### src/rtl/chkmon_pkg.sv
// Shared types and constants for the checkbits monitor: FSM states, error codes,
// marker kinds, readback field selects and the saturating completion increment.
package chkmon_pkg;

   typedef enum logic [1:0] {
      ST_IDLE = 2'd0,
      ST_RUN  = 2'd1,
      ST_PASS = 2'd2,
      ST_FAIL = 2'd3
   } state_e;

   localparam logic [2:0] ERR_NONE         = 3'd0;
   localparam logic [2:0] ERR_END_NO_START = 3'd1;
   localparam logic [2:0] ERR_ID_MISMATCH  = 3'd2;
   localparam logic [2:0] ERR_NESTED_START = 3'd3;
   localparam logic [2:0] ERR_TIMEOUT      = 3'd4;
   localparam logic [2:0] ERR_BAD_ID       = 3'd5;

   localparam logic [3:0] KIND_START = 4'h0;
   localparam logic [3:0] KIND_END   = 4'h1;

   localparam logic [1:0] FLD_LAST = 2'd0;
   localparam logic [1:0] FLD_DONE = 2'd1;
   localparam logic [1:0] FLD_MIN  = 2'd2;
   localparam logic [1:0] FLD_MAX  = 2'd3;

   function automatic logic [3:0] done_inc(input logic [3:0] d);
      return (d == 4'hF) ? d : d + 4'd1;
   endfunction

endpackage

### src/rtl/chkmon_slot.sv
// Per-workload statistics: last run length, completion count and, when
// CHKMON_HIST_EN is defined, the min/max run lengths seen.
module chkmon_slot
   import chkmon_pkg::*;
#(
   parameter int CNT_W = 32
) (
   input  logic             clk,
   input  logic             rst,
   input  logic             upd_i,
   input  logic [CNT_W-1:0] len_i,
   output logic [CNT_W-1:0] last_o,
   output logic [3:0]       done_o,
   output logic [CNT_W-1:0] min_o,
   output logic [CNT_W-1:0] max_o
);

   logic [CNT_W-1:0] last_q, last_d;
   logic [3:0]       done_q, done_d;

   always_comb begin
      last_d = last_q;
      done_d = done_q;
      if (upd_i) begin
         last_d = len_i;
         done_d = done_inc(done_q);
      end
   end

   always_ff @(posedge clk) begin
      if (rst) begin
         last_q <= '0;
         done_q <= '0;
      end else begin
         last_q <= last_d;
         done_q <= done_d;
      end
   end

   assign last_o = last_q;
   assign done_o = done_q;

`ifdef CHKMON_HIST_EN
   logic [CNT_W-1:0] min_q, min_d;
   logic [CNT_W-1:0] max_q, max_d;

   always_comb begin
      min_d = min_q;
      max_d = max_q;
      if (upd_i && (len_i < min_q)) min_d = len_i;
      if (upd_i && (len_i > max_q)) max_d = len_i;
   end

   // min starts high so the first completed run always lands in it
   always_ff @(posedge clk) begin
      if (rst) begin
         min_q <= '1;
         max_q <= '0;
      end else begin
         min_q <= min_d;
         max_q <= max_d;
      end
   end

   assign min_o = min_q;
   assign max_o = max_q;
`else
   assign min_o = '0;
   assign max_o = '0;
`endif

endmodule

### src/rtl/checkbits_monitor.sv
// Watches the firmware status field for 0xAB<id><kind> markers, times each run,
// counts completions per id and gives a sticky pass/fail verdict. Optional
// per-id min/max history is built when CHKMON_HIST_EN is defined.
module checkbits_monitor
   import chkmon_pkg::*;
#(
   parameter int         CHK_W    = 16,
   parameter logic [7:0] MARK_HI  = 8'hAB,
   parameter int         N_ID     = 6,
   parameter int         REQ_DONE = 3,
   parameter int         CNT_W    = 32,
   parameter int         TMO_CYC  = 150000
) (
   input  logic             wb_clk_i,
   input  logic             wb_rst_i,
   input  logic [CHK_W-1:0] checkbits_i,
   input  logic             clear_i,
   input  logic [5:0]       rd_sel_i,
   output logic [CNT_W-1:0] rd_data_o,
   output logic             busy_o,
   output logic [3:0]       cur_id_o,
   output logic             pass_o,
   output logic             fail_o,
   output logic [2:0]       err_code_o,
   output state_e           state_o
);

   localparam logic [CHK_W-9:0] MARK_L   = (CHK_W-8)'(MARK_HI);
   localparam logic [4:0]       N_ID_L   = 5'(N_ID);
   localparam logic [4:0]       REQ_L    = 5'(REQ_DONE);
   localparam logic [CNT_W-1:0] TMO_LAST = CNT_W'(TMO_CYC - 1);

   logic soft_rst;
   assign soft_rst = wb_rst_i | clear_i;

   logic [CHK_W-1:0] prev_q, prev_d;
   state_e           state_q, state_d;
   logic [3:0]       cur_id_q, cur_id_d;
   logic [CNT_W-1:0] run_cnt_q, run_cnt_d;
   logic [2:0]       err_q, err_d;
   logic [CNT_W-1:0] rd_data_q, rd_data_d;

   // Marker decode: only a change of value carrying the prefix is an event
   logic       is_event, ev_start, ev_end, id_bad;
   logic [3:0] ev_id, ev_kind;

   assign prev_d   = checkbits_i;
   assign is_event = (checkbits_i != prev_q) && (checkbits_i[CHK_W-1:8] == MARK_L);
   assign ev_id    = checkbits_i[7:4];
   assign ev_kind  = checkbits_i[3:0];
   assign ev_start = is_event && (ev_kind == KIND_START);
   assign ev_end   = is_event && (ev_kind == KIND_END);
   assign id_bad   = ({1'b0, ev_id} >= N_ID_L);

   logic [CNT_W-1:0] last_w [N_ID];
   logic [3:0]       done_w [N_ID];
   logic [CNT_W-1:0] min_w  [N_ID];
   logic [CNT_W-1:0] max_w  [N_ID];

   logic             upd;
   logic [CNT_W-1:0] run_len;
   logic             all_done;
   logic [3:0]       done_nx;

   assign run_len = (run_cnt_q == '1) ? run_cnt_q : run_cnt_q + 1'b1;

   // Would every id meet its quota if the open run on cur_id completed now?
   always_comb begin
      all_done = 1'b1;
      done_nx  = '0;
      for (int i = 0; i < N_ID; i++) begin
         done_nx = (4'(i) == cur_id_q) ? done_inc(done_w[i]) : done_w[i];
         if ({1'b0, done_nx} < REQ_L) all_done = 1'b0;
      end
   end

   always_comb begin
      state_d   = state_q;
      cur_id_d  = cur_id_q;
      run_cnt_d = run_cnt_q;
      err_d     = err_q;
      upd       = 1'b0;
      case (state_q)
         ST_IDLE: begin
            if ((ev_start || ev_end) && id_bad) begin
               state_d = ST_FAIL;
               err_d   = ERR_BAD_ID;
            end else if (ev_start) begin
               state_d   = ST_RUN;
               cur_id_d  = ev_id;
               run_cnt_d = '0;
            end else if (ev_end) begin
               state_d = ST_FAIL;
               err_d   = ERR_END_NO_START;
            end
         end
         ST_RUN: begin
            run_cnt_d = run_len;
            if ((ev_start || ev_end) && id_bad) begin
               state_d = ST_FAIL;
               err_d   = ERR_BAD_ID;
            end else if (ev_start) begin
               state_d = ST_FAIL;
               err_d   = ERR_NESTED_START;
            end else if (ev_end && (ev_id != cur_id_q)) begin
               state_d = ST_FAIL;
               err_d   = ERR_ID_MISMATCH;
            end else if (ev_end) begin
               upd     = 1'b1;
               state_d = all_done ? ST_PASS : ST_IDLE;
            end else if (run_cnt_q == TMO_LAST) begin
               state_d = ST_FAIL;
               err_d   = ERR_TIMEOUT;
            end
         end
         default: ;
      endcase
   end

   always_ff @(posedge wb_clk_i) begin
      prev_q <= prev_d;
      if (soft_rst) begin
         state_q   <= ST_IDLE;
         cur_id_q  <= '0;
         run_cnt_q <= '0;
         err_q     <= ERR_NONE;
      end else begin
         state_q   <= state_d;
         cur_id_q  <= cur_id_d;
         run_cnt_q <= run_cnt_d;
         err_q     <= err_d;
      end
   end

   for (genvar g = 0; g < N_ID; g++) begin : g_slot
      chkmon_slot #(.CNT_W(CNT_W)) u_slot (
         .clk    (wb_clk_i),
         .rst    (soft_rst),
         .upd_i  (upd && (cur_id_q == 4'(g))),
         .len_i  (run_len),
         .last_o (last_w[g]),
         .done_o (done_w[g]),
         .min_o  (min_w[g]),
         .max_o  (max_w[g])
      );
   end

   // Readback keeps running through a soft clear; only hard reset zeroes it
   always_comb begin
      rd_data_d = '0;
      for (int i = 0; i < N_ID; i++) begin
         if (rd_sel_i[5:2] == 4'(i)) begin
            case (rd_sel_i[1:0])
               FLD_LAST: rd_data_d = last_w[i];
               FLD_DONE: rd_data_d = CNT_W'(done_w[i]);
               FLD_MIN:  rd_data_d = min_w[i];
               FLD_MAX:  rd_data_d = max_w[i];
               default:  rd_data_d = '0;
            endcase
         end
      end
   end

   always_ff @(posedge wb_clk_i) begin
      if (wb_rst_i) rd_data_q <= '0;
      else          rd_data_q <= rd_data_d;
   end

   assign rd_data_o  = rd_data_q;
   assign busy_o     = (state_q == ST_RUN);
   assign pass_o     = (state_q == ST_PASS);
   assign fail_o     = (state_q == ST_FAIL);
   assign cur_id_o   = cur_id_q;
   assign err_code_o = err_q;
   assign state_o    = state_q;

endmodule

### config.mk
export PLATFORM = sky130hd
export DESIGN_NAME = checkbits_monitor
export DESIGN_NICKNAME = d
export VERILOG_FILES = /design/src/rtl/chkmon_pkg.sv /design/src/rtl/chkmon_slot.sv /design/src/rtl/checkbits_monitor.sv
export SDC_FILE = /design/constraint.sdc
export NUM_CORES = 1
export LEC_CHECK = 0
export ABC_AREA = 1
export CELL_PAD_IN_SITES_DETAIL_PLACEMENT = 0
export CELL_PAD_IN_SITES_GLOBAL_PLACEMENT = 2
export CORE_ASPECT_RATIO = 1.4
export CORE_MARGIN = 3
export CORE_UTILIZATION = 31
export CTS_CLUSTER_DIAMETER = 40
export DETAILED_ROUTE_END_ITERATION = 10
export GPL_TIMING_DRIVEN = 0
export PLACE_DENSITY_LB_ADDON = 0.2
export REMOVE_ABC_BUFFERS = 1
export SLEW_MARGIN = 20
export SYNTH_ARGS = -nofsm -noshare
export SYNTH_HDL_FRONTEND = slang
export SYNTH_SLANG_ARGS = --single-unit
### constraint.sdc
create_clock -name wb_clk_i -period 1.8 [get_ports wb_clk_i]
set_input_delay 0.36 -clock wb_clk_i [delete_from_list [all_inputs] [get_ports wb_clk_i]]
set_output_delay 0.36 -clock wb_clk_i [all_outputs]
set_load 0.01 [all_outputs]
==> qor.yml, run 1 <==
num_vias: 14780
overflow: 0
path_buf_inv: 4
tightest_slew_ns: 0.7255
yosysUniqueCellTypes: 50
cts.path.max_buffers: 3
crit_arrival_ns: 2.63
post_drt_via_cell_ratio: 5.209
setup_violations: 267
yosysWarnings: 0
setup_slack_ns: -0.3700
chipHeight_um: 258.5
fmax_ghz: 0.4608
critPathRequiredTime_ns: 2.26
syn-cell-area_sq_um: 14120
avgRoutedWirePerCell_um: 21.46
reg2reg_to: "g_slot[4].u_slot.last_o[9]$_SDFFE_PP0P_"
violations: "setup timing"
cellLeakagePower_nw: 8.146
grt.met1_usage_pct: 29.49
reg2regPathDepth: 13
async_reset_ff_share_pct: 0
cap_violations: 0
final_layout_size_suffix_gt1_share_pct: 32.54
h-tree-depth: 2
syn2layout_area_growth_pct: 53.39
track_usage_pct: 23.74
endpoint_kind: "flop"
post-route-drc-count: 0
ys_ff_latch: 305
dr.pass1.iters: 5
ys_seq_area_share_pct: 43.25
antenna_found_initial: 1
die_x_um: 186.4
ff2ff_setup_slack_ns: -0.37
grtUsageMet2_pct: 42.14
cp-start-kind: "flop"
hold_viol_final: 0
grt_pass1_vias: 14240
path_clk_slew_ns: 0.06
drtIter0Drc: 931
cts_tree: "yes"
min_from: "checkbits_i[8]"
ant_nets: 0
critPathSlowestCell: "dfxtp_2"
n_antenna_cell: 0
maxSlewViolCount: 0
clk_latency_ns: 0.58
port_buffers: 68
peakVddDrop_uv: 601.3
grt_max_degree: 35
busiest_layer: "met2"
power_mw: 17.22
grt_pass1_wl_um: 88260
worstSetupPathType: "flop to flop"
whs_path_depth: 1
syn_inst: 1981
rsz0062_at_grt: "true"
fin_skew_ns: 0.02158
power-per-cell-area_nw_per_um2: 795.4
crit_chain: "xor2_1 -> nor2_1 -> nand2_2 -> inv_2 -> nand4_4 -> nor2_8 -> nand2_8 -> buf_12 -> clkinv_16 -> buf_12 -> nand2_8 -> o21ai_2 -> a21oi_1"
wl_um: 60910
relSlewSlack_pct: 51.58
fin_tns_setup_ns: -68.18
fin_nets: 2226
synth-edff-count: 0
coreArea_sq_um: 44520
status: "finished, violations left"
max_stage_delay_ns: 0.37
hp-class: "input pin to flop"
reg2reg_from: "cur_id_o[1]$_SDFFE_PP0P_"
synth_area_per_cell_sq_um: 7.126
cts_buffers: 48
dieArea_sq_um: 48170
post-route-period-util_pct: 120.6
hpwl_um: 32530
critical_path.max_fanout: 8
ioPinCount: 69
min_period_ns: 2.170
use_met3_pct: 3.843
synthFlopType: "dfxtp_1"
clock-sinks: 305
critPathTopFamily: "simple AND/OR/NAND/NOR gates"
cts_root_buf: "clkbuf_16"
place.gp.congestion: 0.8557
min_to: "prev_q[8]$_DFF_P_"
initial_utilization_pct: 31.71
rows: 91
per-stage QoR:
step	hold WS (ns)	cell area, sq um	setup slack [ns]	utilization, %	std cells
floorplan	0.3877	13610	-6.946	-	1877
global placement	0.4326	15050	-15.59	33.80	2549
detailed placement	0.4337	15690	-1.807	35.25	2574
CTS	0.09154	20370	-0.3761	45.75	2808
finish	0.002665	21650	-0.3700	48.64	2838
global route	0.01116	21650	-0.4719	48.64	2838
where the power goes:
| part | leakage, nW | switching, mW | internal [mW] |
|---|---|---|---|
| Sequential | 2.48 | 0.0102 | 6.77 |
| Combinational | 4.84 | 0.381 | 0.213 |
| Clock | 0.826 | 3.60 | 6.24 |
| Total | 8.15 | 4.00 | 13.2 |
layer usage:
layer / part of all wire (%) / up-vias
met2: 49 / 444
li1: - / 7037
met4: 4.7 / 0
met3: 5.9 / 145
met5: 0 / -
met1: 41 / 7158
cells in the mapped netlist, drive strengths merged, types with 2 or more instances:
| cell type | number | share of area (%) |
|---|---|---|
| nor4 | 8 | 0.35 |
| nand2 | 334 | 9.2 |
| a21oi | 201 | 7.1 |
| nand3 | 46 | 1.8 |
| a221oi | 4 | 0.25 |
| clkinv | 2 | 0.053 |
| a211oi | 8 | 0.43 |
| o221ai | 3 | 0.19 |
| mux2i | 2 | 0.14 |
| inv | 214 | 5.7 |
| xnor2 | 2 | 0.12 |
| clkbuf | 62 | 1.6 |
| nand4 | 39 | 1.8 |
| a31oi | 2 | 0.089 |
| o31ai | 4 | 0.21 |
| nor2 | 277 | 7.9 |
| nor3 | 68 | 2.4 |
| o21ai | 238 | 8.4 |
| buf | 42 | 1.9 |
| dfxtp | 305 | 43 |
| o211a | 7 | 0.50 |
| a311oi | 18 | 1.1 |
| ha | 7 | 0.62 |
| a22o | 7 | 0.43 |
| o2111ai | 2 | 0.12 |
| xor2 | 34 | 2.2 |
| or2 | 22 | 0.97 |
| o22ai | 18 | 0.80 |
registers in the layout, indices dropped and copies added (netlist names):
| register | flops |
|---|---|
| g_slot.u_slot.last_o | 192 |
| rd_data_o | 32 |
| run_cnt_q | 32 |
| g_slot.u_slot.done_o | 24 |
| prev_q | 16 |
| cur_id_o | 4 |
| err_code_o | 3 |
| state_o | 2 |
worst max path at each step:
| stage | endpoint | depth (start not counted) | start |
|---|---|---|---|
| 2_1_floorplan | cur_id_o[3]$_SDFFE_PP0P_ | 3 | wb_rst_i |
| 3_3_place_gp | cur_id_o[3]$_SDFFE_PP0P_ | 4 | wb_rst_i |
| 3_5_place_dp | rd_data_o[19]$_SDFF_PP0_ | 5 | rd_sel_i[0] |
| 4_1_cts | g_slot[5].u_slot.last_o[15]$_SDFFE_PP0P_ | 18 | prev_q[5]$_DFF_P_ |
| 5_1_grt | g_slot[4].u_slot.last_o[10]$_SDFFE_PP0P_ | 17 | prev_q[5]$_DFF_P_ |
| 6_report | g_slot[4].u_slot.last_o[9]$_SDFFE_PP0P_ | 13 | cur_id_o[1]$_SDFFE_PP0P_ |
worst reg2reg max path: stages, from the launching register on:
cell and delay (ns):
dfxtp_2 0.37, xor2_1 0.17, nor2_1 0.15, nand2_2 0.12, inv_2 0.10, nand4_4 0.13
nor2_8 0.19, nand2_8 0.10, buf_12 0.15, clkinv_16 0.07, buf_12 0.14, nand2_8 0.13
o21ai_2 0.18, a21oi_1 0.05
layout make-up:
| cell class | count | area [sq um] |
|---|---|---|
| tap | 604 | 755.7 |
| fill | 4288 | 22870 |
| inverter | 216 | 912.1 |
| multi-input combinational | 1374 | 8816 |
| timing repair buffer | 249 | 3294 |
| sequential | 305 | 6163 |
| clock buffer | 67 | 1414 |
| clock inverter | 23 | 296.5 |
logic make-up after synthesis:
group / share of synthesized area [%]
simple gates: 24.51
compound gates: 19.86
buf+inv: 9.325
flops: 43.25
xor+xnor: 2.287
fa+ha+maj: 0.6204
mux: 0.1418
repair_timing:
| action | 4_1_cts | 5_1_grt |
|---|---|---|
| resized for setup | 422 | 334 |
| hold buffers | 0 | 1 |
| buffers inserted | 119 | 32 |
| hold endpoints to repair | 0 | 1 |
| gates cloned | 26 | 12 |
| pin swaps | 112 | 111 |
| endpoints found under the setup margin | 307 | 315 |
cell usage in the layout, fill, tap and decap left out, types with 8 or more instances in the layout:
cell type | synthesis | layout
clkbuf_16 | 0 | 57
nor2_1 | 265 | 213
nand3_4 | 1 | 11
inv_2 | 5 | 22
nand2_4 | 3 | 23
nor3_2 | 1 | 36
buf_12 | 0 | 46
nand3_1 | 44 | 34
buf_4 | 10 | 75
dfxtp_2 | 0 | 28
o21ai_2 | 0 | 107
clkdlybuf4s50_1 | 0 | 57
clkbuf_8 | 0 | 12
nor2_4 | 5 | 39
a211oi_1 | 8 | 8
nand4_1 | 37 | 37
o21ai_1 | 12 | 44
nor3_4 | 0 | 14
a311oi_1 | 18 | 16
a21oi_1 | 201 | 172
o22ai_1 | 18 | 18
nand2_8 | 1 | 13
dfxtp_1 | 305 | 271
nor3_1 | 67 | 18
a21oi_2 | 0 | 27
xor2_1 | 33 | 22
or2_2 | 22 | 21
o21ai_0 | 226 | 82
inv_1 | 208 | 178
nor2_2 | 6 | 28
buf_6 | 6 | 22
buf_16 | 0 | 17
buf_8 | 0 | 12
nand2_1 | 327 | 276
nand2_2 | 3 | 33
(Power assumes the default switching activity.)
==> inputs of run 2 (changes only) <==
--- a/config.mk
+++ b/config.mk
@@ -10,12 +10,13 @@
 export CELL_PAD_IN_SITES_GLOBAL_PLACEMENT = 2
 export CORE_ASPECT_RATIO = 1.4
 export CORE_MARGIN = 3
-export CORE_UTILIZATION = 31
+export CORE_UTILIZATION = 35
 export CTS_CLUSTER_DIAMETER = 40
 export DETAILED_ROUTE_END_ITERATION = 10
 export GPL_TIMING_DRIVEN = 0
 export PLACE_DENSITY_LB_ADDON = 0.2
 export REMOVE_ABC_BUFFERS = 1
+export SKIP_CTS_REPAIR_TIMING = 1
 export SLEW_MARGIN = 20
 export SYNTH_ARGS = -nofsm -noshare
 export SYNTH_HDL_FRONTEND = slang
==> constraint.sdc (replaced) <==
create_clock -name wb_clk_i -period 2.6 [get_ports wb_clk_i]
set_input_delay 0.52 -clock wb_clk_i [delete_from_list [all_inputs] [get_ports wb_clk_i]]
set_output_delay 0.52 -clock wb_clk_i [all_outputs]
set_load 0.01 [all_outputs]
==> qor.yml, run 2 (synthesized netlist as in run 1, its figures left out) <==
dieArea_sq_um: 42810  # -11%
ant_nets: 0  # unchanged
holdWs_ns: 0.2142  # +0.2115 ns
layout.cells.non_filler: 2615  # -7.9%
cp-start-kind: "input pin"
place_ws_ns: -1.242  # +0.5643 ns
reg2reg_from: "run_cnt_q[1]$_SDFFE_PP0P_"
syn2layout_area_growth_pct: 26.64
grt_pass1_vias: 12710  # -11%
cts_root_buf: "clkbuf_16"
whs_path_depth: 1  # unchanged
critPathSlowestCell: "inv_4"
cts_buffers: 47  # -2.1%
track_usage_pct: 21.43  # -2.3 points
clk_latency_ns: 0.57  # about the same
largest_reg_flops: 192  # unchanged
wl_um: 48450  # -20%
power_mw: 12.08  # -30%
n_antenna_cell: 0  # unchanged
antenna_found_initial: 0  # -1
crit_arrival_ns: 2.91  # +0.28 ns
mostFrequentLayoutCell: "nand2_1"
reg2regPathDepth: 12  # -1
rows: 86  # -5.5%
rsz0062_at_grt: "true"
ioPinCount: 69  # unchanged
avgRoutedWirePerCell_um: 18.53  # -14%
port_buffers: 68  # unchanged
worstSetupPathType: "input pin to flop"
final_cell_mix: "nand2_1, dfxtp_1, nor2_1"
critPathTopFamily: "buffers and inverters"
maxSlewViolCount: 0  # unchanged
tightest_slew_ns: 0.7854  # +0.05986 ns
fin_skew_ns: 0.03338  # +0.01180 ns
power-per-cell-area_nw_per_um2: 675.5  # -15%
hold_viol_final: 0  # unchanged
hp-class: "input pin to flop"
grt_pass1_wl_um: 72840  # -17%
critical_path.max_fanout: 22  # +14
max_stage_delay_ns: 0.51  # +0.14 ns
hpwl_um: 30710  # -5.6%
post-route-period-util_pct: 96.00
cts.path.max_buffers: 3  # unchanged
relSlewSlack_pct: 47.56  # -4.0 points
worst-path-stages: 8  # -5
fmax_ghz: 0.4006
critPathRequiredTime_ns: 3.01  # +0.75 ns
coreArea_sq_um: 39600  # -11%
dpl.cell_count: 2494  # -3.1%
path_clk_slew_ns: 0.06  # about the same
cap_violations: 0  # unchanged
ff2ff_setup_slack_ns: 0.20  # +0.57 ns
finalInstanceArea_sq_um: 17880  # -17%
setup_violations: 0  # -100%
path_buf_inv: 3  # -1
grt_max_degree: 46  # +31%
fin_nets: 2082  # -6.5%
post-route-drc-count: 0  # unchanged
min_from: "checkbits_i[4]"
status: "finished clean"
die_x_um: 175.7  # -5.7%
overflow: 0  # unchanged
final_util_pct: 45.14  # -3.5 points
min_to: "prev_q[4]$_DFF_P_"
chipHeight_um: 243.6  # -5.8%
num_vias: 13300  # -10%
crit_chain: "clkdlybuf4s50_1 -> inv_1 -> nor2_1 -> nand2_1 -> inv_4 -> a22o_1 -> a21oi_1 -> a311oi_1"
cellLeakagePower_nw: 6.921  # -15%
setup_slack_ns: 0.1040  # +0.4740 ns
drtIter0Drc: 813  # -13%
h-tree-depth: 2  # unchanged
endpoint_kind: "flop"
dpl_cell_area_sq_um: 15480  # -1.3%
dr.pass1.iters: 5  # unchanged
initial_utilization_pct: 35.65  # +3.9 points
peakVddDrop_uv: 401.5  # -33%
min_period_ns: 2.496
final_layout_size_suffix_gt1_share_pct: 10.92  # -22 points
reg2reg_to: "g_slot[5].u_slot.last_o[12]$_SDFFE_PP0P_"
clock-sinks: 305  # unchanged
post_drt_via_cell_ratio: 5.086  # -2.4%
cts_tree: "yes"
place.gp.congestion: 0.8909  # +4.1%
critPathLaunch: "rd_sel_i[2]"
fin_tns_setup_ns: 0  # +68.18 ns
[run 2: how the worst max path moves through the flow]
stage / to / slack, ns
global placement: cur_id_o[3]$_SDFFE_PP0P_ / -14.54
global route: g_slot[3].u_slot.last_o[0]$_SDFFE_PP0P_ / -0.02
finish: rd_data_o[21]$_SDFF_PP0_ / 0.10
detailed placement: g_slot[5].u_slot.last_o[24]$_SDFFE_PP0P_ / -1.24
CTS: run_cnt_q[1]$_SDFFE_PP0P_ / -0.79
floorplan: cur_id_o[3]$_SDFFE_PP0P_ / -6.31
[run 2: layer usage]
layer | track usage, % | wire length, um | part of all wire (%)
met2 | 36.47 | 23340 | 48
met5 | 0 | 0 | 0
met4 | 7.108 | 1481 | 3.1
met3 | 2.650 | 2038 | 4.2
met1 | 28.09 | 21600 | 45
[run 2: power breakdown]
group,switching [mW],internal (mW)
clock network,2.51,4.54
registers,0.00664,4.69
logic,0.215,0.117
total,2.73,9.35
[run 2: worst reg2reg max path: cells and delay by family (launching register included)]
| family | cells | cell delay, ns |
|---|---|---|
| compound gates | 1 | 0.20 |
| fa+ha+maj | 1 | 0.24 |
| flops | 1 | 0.42 |
| simple gates | 10 | 1.47 |
[run 2: layout make-up]
class                   count  area (sq um)
fillers                  4133         21720
repair buffers            120          1503
multi-input cells        1360          7013
inverters                 216         830.8
well taps                 528         660.6
flip-flops and latches    305          6110
clock buffers              50          1209
clock inverters            36         550.5
